### src/rtl/alu_pkg.sv
// rtl/alu_pkg.sv - ALU ctrl codes, sequencer states, slice op codes and ctrl decode
package alu_pkg;

  localparam logic [3:0] CTRL_AND = 4'b0000;
  localparam logic [3:0] CTRL_OR  = 4'b0001;
  localparam logic [3:0] CTRL_ADD = 4'b0010;
  localparam logic [3:0] CTRL_SUB = 4'b0110;
  localparam logic [3:0] CTRL_SLT = 4'b0111;
  localparam logic [3:0] CTRL_NOR = 4'b1100;

  typedef enum logic [1:0] {
    ST_IDLE = 2'b00,
    ST_RUN  = 2'b01,
    ST_DONE = 2'b10
  } state_e;

  localparam logic [1:0] OP_AND  = 2'b00;
  localparam logic [1:0] OP_OR   = 2'b01;
  localparam logic [1:0] OP_ADD  = 2'b10;
  localparam logic [1:0] OP_LESS = 2'b11;

  // Slice controls plus how the sequencer must finish the result.
  typedef struct packed {
    logic       valid;  // ctrl code recognised
    logic       arith;  // ADD/SUB/SLT: cout and overflow are meaningful
    logic       slt;    // final result is the signed less-than bit
    logic       a_inv;
    logic       b_inv;
    logic [1:0] op;
  } dec_t;

  function automatic dec_t decode_ctrl(input logic [3:0] ctrl);
    dec_t d;
    d = '0;
    d.op = OP_AND;
    case (ctrl)
      CTRL_AND: begin d.valid = 1'b1; d.op = OP_AND; end
      CTRL_OR:  begin d.valid = 1'b1; d.op = OP_OR; end
      CTRL_ADD: begin d.valid = 1'b1; d.arith = 1'b1; d.op = OP_ADD; end
      CTRL_SUB: begin d.valid = 1'b1; d.arith = 1'b1; d.b_inv = 1'b1; d.op = OP_ADD; end
      CTRL_SLT: begin
        d.valid = 1'b1; d.arith = 1'b1; d.slt = 1'b1; d.b_inv = 1'b1; d.op = OP_ADD;
      end
      CTRL_NOR: begin d.valid = 1'b1; d.a_inv = 1'b1; d.b_inv = 1'b1; d.op = OP_AND; end
      default:  d = '0;
    endcase
    return d;
  endfunction

endpackage

### src/rtl/alu_bit_slice.sv
// rtl/alu_bit_slice.sv - 1-bit combinational ALU slice (invert, AND/OR/sum/less, carry out)
module alu_bit_slice
  import alu_pkg::*;
(
  input  logic       a_i,
  input  logic       b_i,
  input  logic       less_i,
  input  logic       a_invert_i,
  input  logic       b_invert_i,
  input  logic       cin_i,
  input  logic [1:0] op_i,
  output logic       result_o,
  output logic       cout_o
);

  logic a_eff;
  logic b_eff;
  logic sum;

  // Optional operand inversion, full adder, and result select.
  always_comb begin
    a_eff  = a_i ^ a_invert_i;
    b_eff  = b_i ^ b_invert_i;
    sum    = a_eff ^ b_eff ^ cin_i;
    cout_o = (a_eff & b_eff) | (a_eff & cin_i) | (b_eff & cin_i);
    case (op_i)
      OP_AND:  result_o = a_eff & b_eff;
      OP_OR:   result_o = a_eff | b_eff;
      OP_ADD:  result_o = sum;
      default: result_o = less_i;
    endcase
  end

endmodule

### src/rtl/alu_serial_seq.sv
// rtl/alu_serial_seq.sv - bit-serial ALU sequencer; optional abort_i via ALU_SERIAL_ABORT_EN
module alu_serial_seq
  import alu_pkg::*;
#(
  parameter int WIDTH = 32
) (
  input  logic             clk_i,
  input  logic             rst_n,
`ifdef ALU_SERIAL_ABORT_EN
  input  logic             abort_i,
`endif
  input  logic             in_valid_i,
  output logic             in_ready_o,
  input  logic [3:0]       ctrl_i,
  input  logic [WIDTH-1:0] src1_i,
  input  logic [WIDTH-1:0] src2_i,
  output logic             out_valid_o,
  input  logic             out_ready_i,
  output logic [WIDTH-1:0] result_o,
  output logic             zero_o,
  output logic             cout_o,
  output logic             overflow_o
);

  localparam int CNT_W = (WIDTH > 1) ? $clog2(WIDTH) : 1;
  localparam logic [CNT_W-1:0] LAST_BIT = CNT_W'(WIDTH - 1);

  state_e           state_q;
  logic [WIDTH-1:0] a_q;
  logic [WIDTH-1:0] b_q;
  logic [WIDTH-2:0] res_q;     // bits already produced, newest at the top
  logic             carry_q;
  logic [CNT_W-1:0] cnt_q;
  dec_t             dec_q;
  logic             in_ready_q;
  logic             out_valid_q;
  logic [WIDTH-1:0] result_q;
  logic             zero_q;
  logic             cout_q;
  logic             ovf_q;

  logic             slice_res;
  logic             slice_cout;
  logic [WIDTH-1:0] shift_cat;
  logic [WIDTH-1:0] result_d;
  logic             cout_d;
  logic             ovf_d;
  logic             abort;
  logic             accept;
  dec_t             dec_in;

  alu_bit_slice u_slice (
    .a_i        (a_q[0]),
    .b_i        (b_q[0]),
    .less_i     (1'b0),
    .a_invert_i (dec_q.a_inv),
    .b_invert_i (dec_q.b_inv),
    .cin_i      (carry_q),
    .op_i       (dec_q.op),
    .result_o   (slice_res),
    .cout_o     (slice_cout)
  );

`ifdef ALU_SERIAL_ABORT_EN
  assign abort = abort_i;
`else
  assign abort = 1'b0;
`endif

  assign accept = in_valid_i & in_ready_q;
  assign dec_in = decode_ctrl(ctrl_i);

  // Final result and flags as they would be captured on the edge that processes the MSB.
  always_comb begin
    shift_cat = {slice_res, res_q};
    result_d  = '0;
    cout_d    = 1'b0;
    ovf_d     = 1'b0;
    if (dec_q.valid) begin
      if (dec_q.arith) begin
        cout_d = slice_cout;
        ovf_d  = carry_q ^ slice_cout;
      end
      if (dec_q.slt) begin
        result_d = {{(WIDTH-1){1'b0}}, slice_res ^ (carry_q ^ slice_cout)};
      end else begin
        result_d = shift_cat;
      end
    end
  end

  // Sequencer FSM: accept, shift one bit per cycle, then hold the result until taken.
  always_ff @(posedge clk_i or negedge rst_n) begin
    if (!rst_n) begin
      state_q     <= ST_IDLE;
      a_q         <= '0;
      b_q         <= '0;
      res_q       <= '0;
      carry_q     <= 1'b0;
      cnt_q       <= '0;
      dec_q       <= '0;
      in_ready_q  <= 1'b1;
      out_valid_q <= 1'b0;
      result_q    <= '0;
      zero_q      <= 1'b1;
      cout_q      <= 1'b0;
      ovf_q       <= 1'b0;
    end else begin
      case (state_q)
        ST_IDLE: begin
          if (accept) begin
            state_q    <= ST_RUN;
            a_q        <= src1_i;
            b_q        <= src2_i;
            dec_q      <= dec_in;
            carry_q    <= dec_in.b_inv & dec_in.arith;
            cnt_q      <= '0;
            in_ready_q <= 1'b0;
          end
        end
        ST_RUN: begin
          if (abort) begin
            state_q    <= ST_IDLE;
            cnt_q      <= '0;
            in_ready_q <= 1'b1;
          end else begin
            a_q     <= a_q >> 1;
            b_q     <= b_q >> 1;
            res_q   <= shift_cat[WIDTH-1:1];
            carry_q <= slice_cout;
            cnt_q   <= cnt_q + CNT_W'(1);
            if (cnt_q == LAST_BIT) begin
              state_q     <= ST_DONE;
              cnt_q       <= '0;
              out_valid_q <= 1'b1;
              result_q    <= result_d;
              zero_q      <= (result_d == '0);
              cout_q      <= cout_d;
              ovf_q       <= ovf_d;
            end
          end
        end
        ST_DONE: begin
          if (out_ready_i) begin
            state_q     <= ST_IDLE;
            out_valid_q <= 1'b0;
            in_ready_q  <= 1'b1;
          end
        end
        default: begin
          state_q     <= ST_IDLE;
          in_ready_q  <= 1'b1;
          out_valid_q <= 1'b0;
        end
      endcase
    end
  end

  assign in_ready_o  = in_ready_q;
  assign out_valid_o = out_valid_q;
  assign result_o    = result_q;
  assign zero_o      = zero_q;
  assign cout_o      = cout_q;
  assign overflow_o  = ovf_q;

endmodule

### config.mk
export PLATFORM = sky130hd
export DESIGN_NAME = alu_serial_seq
export DESIGN_NICKNAME = d
export VERILOG_FILES = /design/src/rtl/alu_pkg.sv /design/src/rtl/alu_bit_slice.sv /design/src/rtl/alu_serial_seq.sv
export SDC_FILE = /design/constraint.sdc
export NUM_CORES = 1
export LEC_CHECK = 0
export ABC_AREA = 0
export CORE_MARGIN = 1
export CORE_UTILIZATION = 50
export CTS_CLUSTER_SIZE = 10
export DETAILED_ROUTE_END_ITERATION = 6
export HOLD_SLACK_MARGIN = 0.05
export PLACE_DENSITY = 0.87
export SYNTH_ARGS = -nofsm -noshare
export SYNTH_HDL_FRONTEND = slang
export SYNTH_SLANG_ARGS = --single-unit
export TNS_END_PERCENT = 10
### constraint.sdc
create_clock -name clk_i -period 4.9 [get_ports clk_i]
set_clock_uncertainty 0.2 [all_clocks]
set_input_delay 0.98 -clock clk_i [delete_from_list [all_inputs] [get_ports clk_i]]
set_output_delay 0.98 -clock clk_i [all_outputs]
set_load 0.02 [all_outputs]
; Yosys cells after proc, flatten, opt, wreduce, memory -nomap -nowiden
; Index checks and enable logic that the tools add are counted.
[op_classes]
muxes = 32
n_eq_ne = 13
addsub = 1
reduce_logical = 14
bitwise = 16
[ops]
columns = operator, n
row1 = 32-bit two-way mux, 4
row2 = 32-bit one-hot mux with 2 select lines, 2
row3 = 32-bit logical NOT, 1
row4 = 1-bit two-way mux, 14
row5 = 5-bit two-way mux, 2
row6 = 5-bit one-hot mux with 2 select lines, 1
row7 = 1-bit one-hot mux with 3 select lines, 3
row8 = 3-bit AND reduction, 3
row9 = "4-bit by 3-bit equality test with 1-bit output, second input constant", 2
row10 = 2-bit two-way mux, 3
row11 = "2-bit != test, second input constant", 3
row12 = 2-bit one-hot mux with 3 select lines, 1
row13 = 2-bit AND reduction, 3
row14 = 3-bit OR reduction, 2
row15 = 6-bit OR reduction, 1
row16 = 1-bit bitwise XOR, 6
row17 = "5-bit by 1-bit adder with 5-bit output, second input constant", 1
row18 = 1-bit AND, 5
row19 = "5-bit equality test, second input constant", 1
row20 = "2-bit by 1-bit equality test with 1-bit output, second input constant", 2
row21 = "2-bit equality test, second input constant", 2
row22 = "4-bit by 1-bit equality test with 1-bit output, second input constant", 1
row23 = "4-bit by 2-bit equality test with 1-bit output, second input constant", 1
row24 = "4-bit equality test, second input constant", 1
row25 = other kinds (7), 11
[totals]
wordCells = 94
register_bits = 147
output_inout_bits = 37
inputBits = 72

; Depth between registers and ports, before layout
[logic_depth]
ltp_word = 9
depth_mapped = 8
mapped_depth_nobuf = 8

; Cells and area by module
; Synthesis repeated with hierarchy kept, for this count alone.
[unflattened]
hier_cells = 729
area_unflattened_um2 = 6368.6
[modules_own_cells]
columns = module, n_inst, area_per_inst_um2, seq_area_each_um2, cells_each
row1 = alu_serial_seq, 1, 6272.3, 3656.0, 720
row2 = alu_bit_slice, 1, 96.3, 0.0, 9

; Worst setup path before layout
; No wires, ideal clock.
[synth_timing]
kind = input -> register
from = in in_valid_i
to = reg b_q[21]
setup_slack_ps = 2638
n_path_buf = 2
setup_ps = 121
t_required_ps = 4579
path_stages = 6
t_arrival_ps = 1941
path_cell_list = nand2b_4 -> or3b_1 -> buf_2 -> buf_2 -> o22ai_1 -> nor2_1
[synth_via]
elab_chain_cells = 3
[synth_rtl]
columns = element, line
row1 = from (decl), alu_serial_seq.sv:12  ; input logic in_valid_i,
row2 = 1-bit AND, alu_serial_seq.sv:70  ; assign accept = in_valid_i & in_ready_q;
row3 = 2-bit != test (no line), --
row4 = 2-bit AND reduction (no line), --
row5 = to (signal assigned), alu_serial_seq.sv:114  ; b_q <= src2_i;
row6 = to (signal assigned), alu_serial_seq.sv:128  ; b_q <= b_q >> 1;
row7 = to (decl), alu_serial_seq.sv:30  ; logic [WIDTH-1:0] b_q;
; Every way passes these cells.
; A chain may end at the register's enable or synchronous reset.

; Worst setup path after layout
[layout_timing]
from = in in_valid_i
to = reg cnt_q[2]
[layout_via]
elab_chain_cells = 3
[layout_rtl]
columns = element, line
row1 = 1-bit AND, alu_serial_seq.sv:70
row2 = 2-bit != test (no line), --
row3 = 2-bit AND reduction (no line), --
row4 = to (signal assigned), alu_serial_seq.sv:131  ; cnt_q <= cnt_q + CNT_W'(1);
row5 = to (decl), alu_serial_seq.sv:33  ; logic [CNT_W-1:0] cnt_q;
; Every way passes these cells.

==> results.json <==
{
  "status": "finished clean",
  "die_area_mm2": 0.0127,
  "fin_tns_setup_ns": 0,
  "root_buffer": "clkbuf_16",
  "critical_path.max_fanout": 28,
  "cts_max_path_buffers": 2,
  "arrival_ns": 3.05,
  "viasPerCell": 5.46,
  "grt_start_max_net_pins": 111,
  "layout_commonest_cell": "nand2_1",
  "crit_slowest_cell": "nor2_1",
  "path_depth": 7,
  "reg2regPathDepth": 5,
  "grt_pass1_wl_mm": 23.1,
  "critPathTopFamily": "simple AND/OR/NAND/NOR gates",
  "ys_seq_area_share_pct": 59.9,
  "synth.avg_cell_area_um2": 9.21,
  "yosysWarnings": 0,
  "cts_tree": "done",
  "first_pass_iters": 5,
  "path_common_cell": "o21ai_0",
  "ios": 109,
  "drv_slew": 0,
  "relSlewSlack_pct": 21.6,
  "min_delay_path_depth": 2,
  "synthesis.nets": 744,
  "period_needed_ns": 2.93,
  "final.period_utilization_pct": 59.8,
  "finalNetCount": 837,
  "rsz0062_at_grt": "no",
  "min_from": "b_q[8]",
  "core_area_mm2": 0.0120,
  "maxCapViolations": 0,
  "rows": 40,
  "reg2reg_from": "state_q[0]",
  "initialDrtViolationCount": 292,
  "area_growth_pct": 27.9,
  "cts_resized": 0,
  "utilization_pct": 65.4,
  "hp-class": "reg2reg",
  "drcViolationCount": 0,
  "antennaDiodeCount": 0,
  "power_density_mw_per_mm2": 532,
  "path_clk_slew_ns": 0.06,
  "syn_inst": 667,
  "ys_ff_latch": 147,
  "drt-total-wl_mm": 13.7,
  "start_util_pct": 51.1,
  "cp-start-kind": "input pin",
  "hold_ws_ns": 0.278,
  "postCtsHoldBufs": 0,
  "drive_gt1_share_pct": 5.96,
  "synth.distinct_cells": 41,
  "dp_hpwl_mm": 9.02,
  "finalHoldViolations": 0,
  "portBuffers": 108,
  "htree_levels": 4,
  "reg2reg_slack_ns": 2.17,
  "worstReg2RegEnd": "zero_o",
  "die_h_um": 113,
  "report.power.total_uw": 4180,
  "die_width_um": 113,
  "fin_area_mm2": 0.00786,
  "drt.antenna.violating_nets": 0,
  "cp-end-kind": "flop",
  "critical_path_class": "in2reg",
  "vias": 5016,
  "critPathRequiredTime_ns": 5.02,
  "antenna_found_initial": 0,
  "leakage_uw": 0.00350,
  "gp_congestion": 0.792,
  "cts.sinks": 147,
  "max_freq_mhz": 341,
  "postCtsSetupBuffers": 0,
  "cpPeakStageDelay_ns": 0.91,
  "mostFrequentLayoutCells": "nand2_1, dfrtp_1, clkdlybuf4s50_1, nor2_1, o22ai_1",
  "finalSetupViolations": 0,
  "worstMarginPinSlew_ns": 1.17,
  "clock_latency_ns": 0.41,
  "overflow": 0,
  "grt_pass1_vias": 4948,
  "ys_async_sr_fraction_pct": 100,
  "holdPathEnd": "b_q[8]",
  "ir_drop_v": 0.000320,
  "crit_buf_inv": 2,
  "grt_use_total_pct": 23.0,
  "synth_flop_cell": "dfrtp_1",
  "syn_area_mm2": 0.00614,
  "place_area_mm2": 0.00730,
  "wl_per_cell_um": 14.9,
  "path_cells": "clkdlybuf4s50_1, nand2b_4, nor3b_4, buf_4, nor2_1, o21ai_0, o21ai_0",
  "cts_buffers": 17,
  "synth_edf_count": 0
}
==> final cells by class <==
cell class | count | area, um^2
timing repair buffer | 114 | 1130
inverter | 5 | 18.8
clock buffer | 23 | 458
multi-input combinational | 475 | 2290
tap | 147 | 184
sequential | 147 | 3680
clock inverter | 8 | 104
fill | 934 | 4150
==> flip-flops by register name (all words and copies together) (netlist names) <==
name / flops
a_q: 32
b_q: 32
carry_q: 1
cnt_q: 5
cout_o: 1
dec_q: 7
in_ready_o: 1
out_valid_o: 1
overflow_o: 1
res_q: 31
result_o: 32
state_q: 2
zero_o: 1
==> synth_stat cells (3+ instances only) <==
cell type	instances	share of area (%)
clkbuf_1	18	1.1
o22ai_1	46	4.7
nor2_1	95	5.8
nor4_1	6	0.61
a22oi_1	17	2.1
nor2b_1	6	0.61
ha_1	4	0.81
a21oi_1	3	0.24
or4_1	3	0.37
buf_2	18	1.5
nand2_1	214	13
inv_1	5	0.31
dfrtp_1	145	59
buf_1	4	0.24
xor2_1	4	0.57
nand3_1	7	0.57
o21ai_0	41	3.3
==> worst reg2reg max path, cell delays in order, from the launching register on <==
cell and delay (ns):
dfrtp_1 0.46, nor2b_4 0.63, nand2_2 0.75, nor2_1 0.32, nand4_1 0.12, a21boi_1 0.17
==> logic make-up after synthesis <==
group	Yosys count	share of synthesized area [%]
muxes	2	0.346
AOI/OAI and AO/OA	118	11.9
xor gates and xnor gates	5	0.713
DFF	147	59.9
and+or+nand+nor	345	22.9
buffers and inverters	45	3.12
adders and majority gates	5	1.14
==> worst max-delay path by stage <==
| stage | startpoint | to |
|---|---|---|
| 2_1_floorplan | in_valid_i | b_q[21] |
| 3_3_place_gp | in_valid_i | a_q[13] |
| 3_5_place_dp | in_valid_i | cnt_q[2] |
| 4_1_cts | in_valid_i | a_q[21] |
| 5_1_grt | in_valid_i | cnt_q[2] |
| 6_report | in_valid_i | cnt_q[2] |
==> metrics by stage <==
stage	instances	setup WS, ns
final	919	1.97
after floorplan	667	2.64
after CTS	919	1.98
after global routing	919	1.76
after global placement	888	1.63
after detailed placement	888	1.52
==> report_power, final <==
part / switching, uW / total, uW / internal [uW]
Clock: 478 / 1240 / 762
Sequential: 266 / 1830 / 1570
Combinational: 676 / 1110 / 435
==> routing by layer <==
metal / global-route usage (%) / vias up / part of all wire, %
met4: 5.87 / 0 / 0.93
met2: 39.5 / 156 / 51
met5: 0 / - / 0
met3: 6.37 / 13 / 5.4
li1: - / 2418 / -
met1: 28.8 / 2429 / 42
No activity file was read; power rests on OpenSTA's default activity.
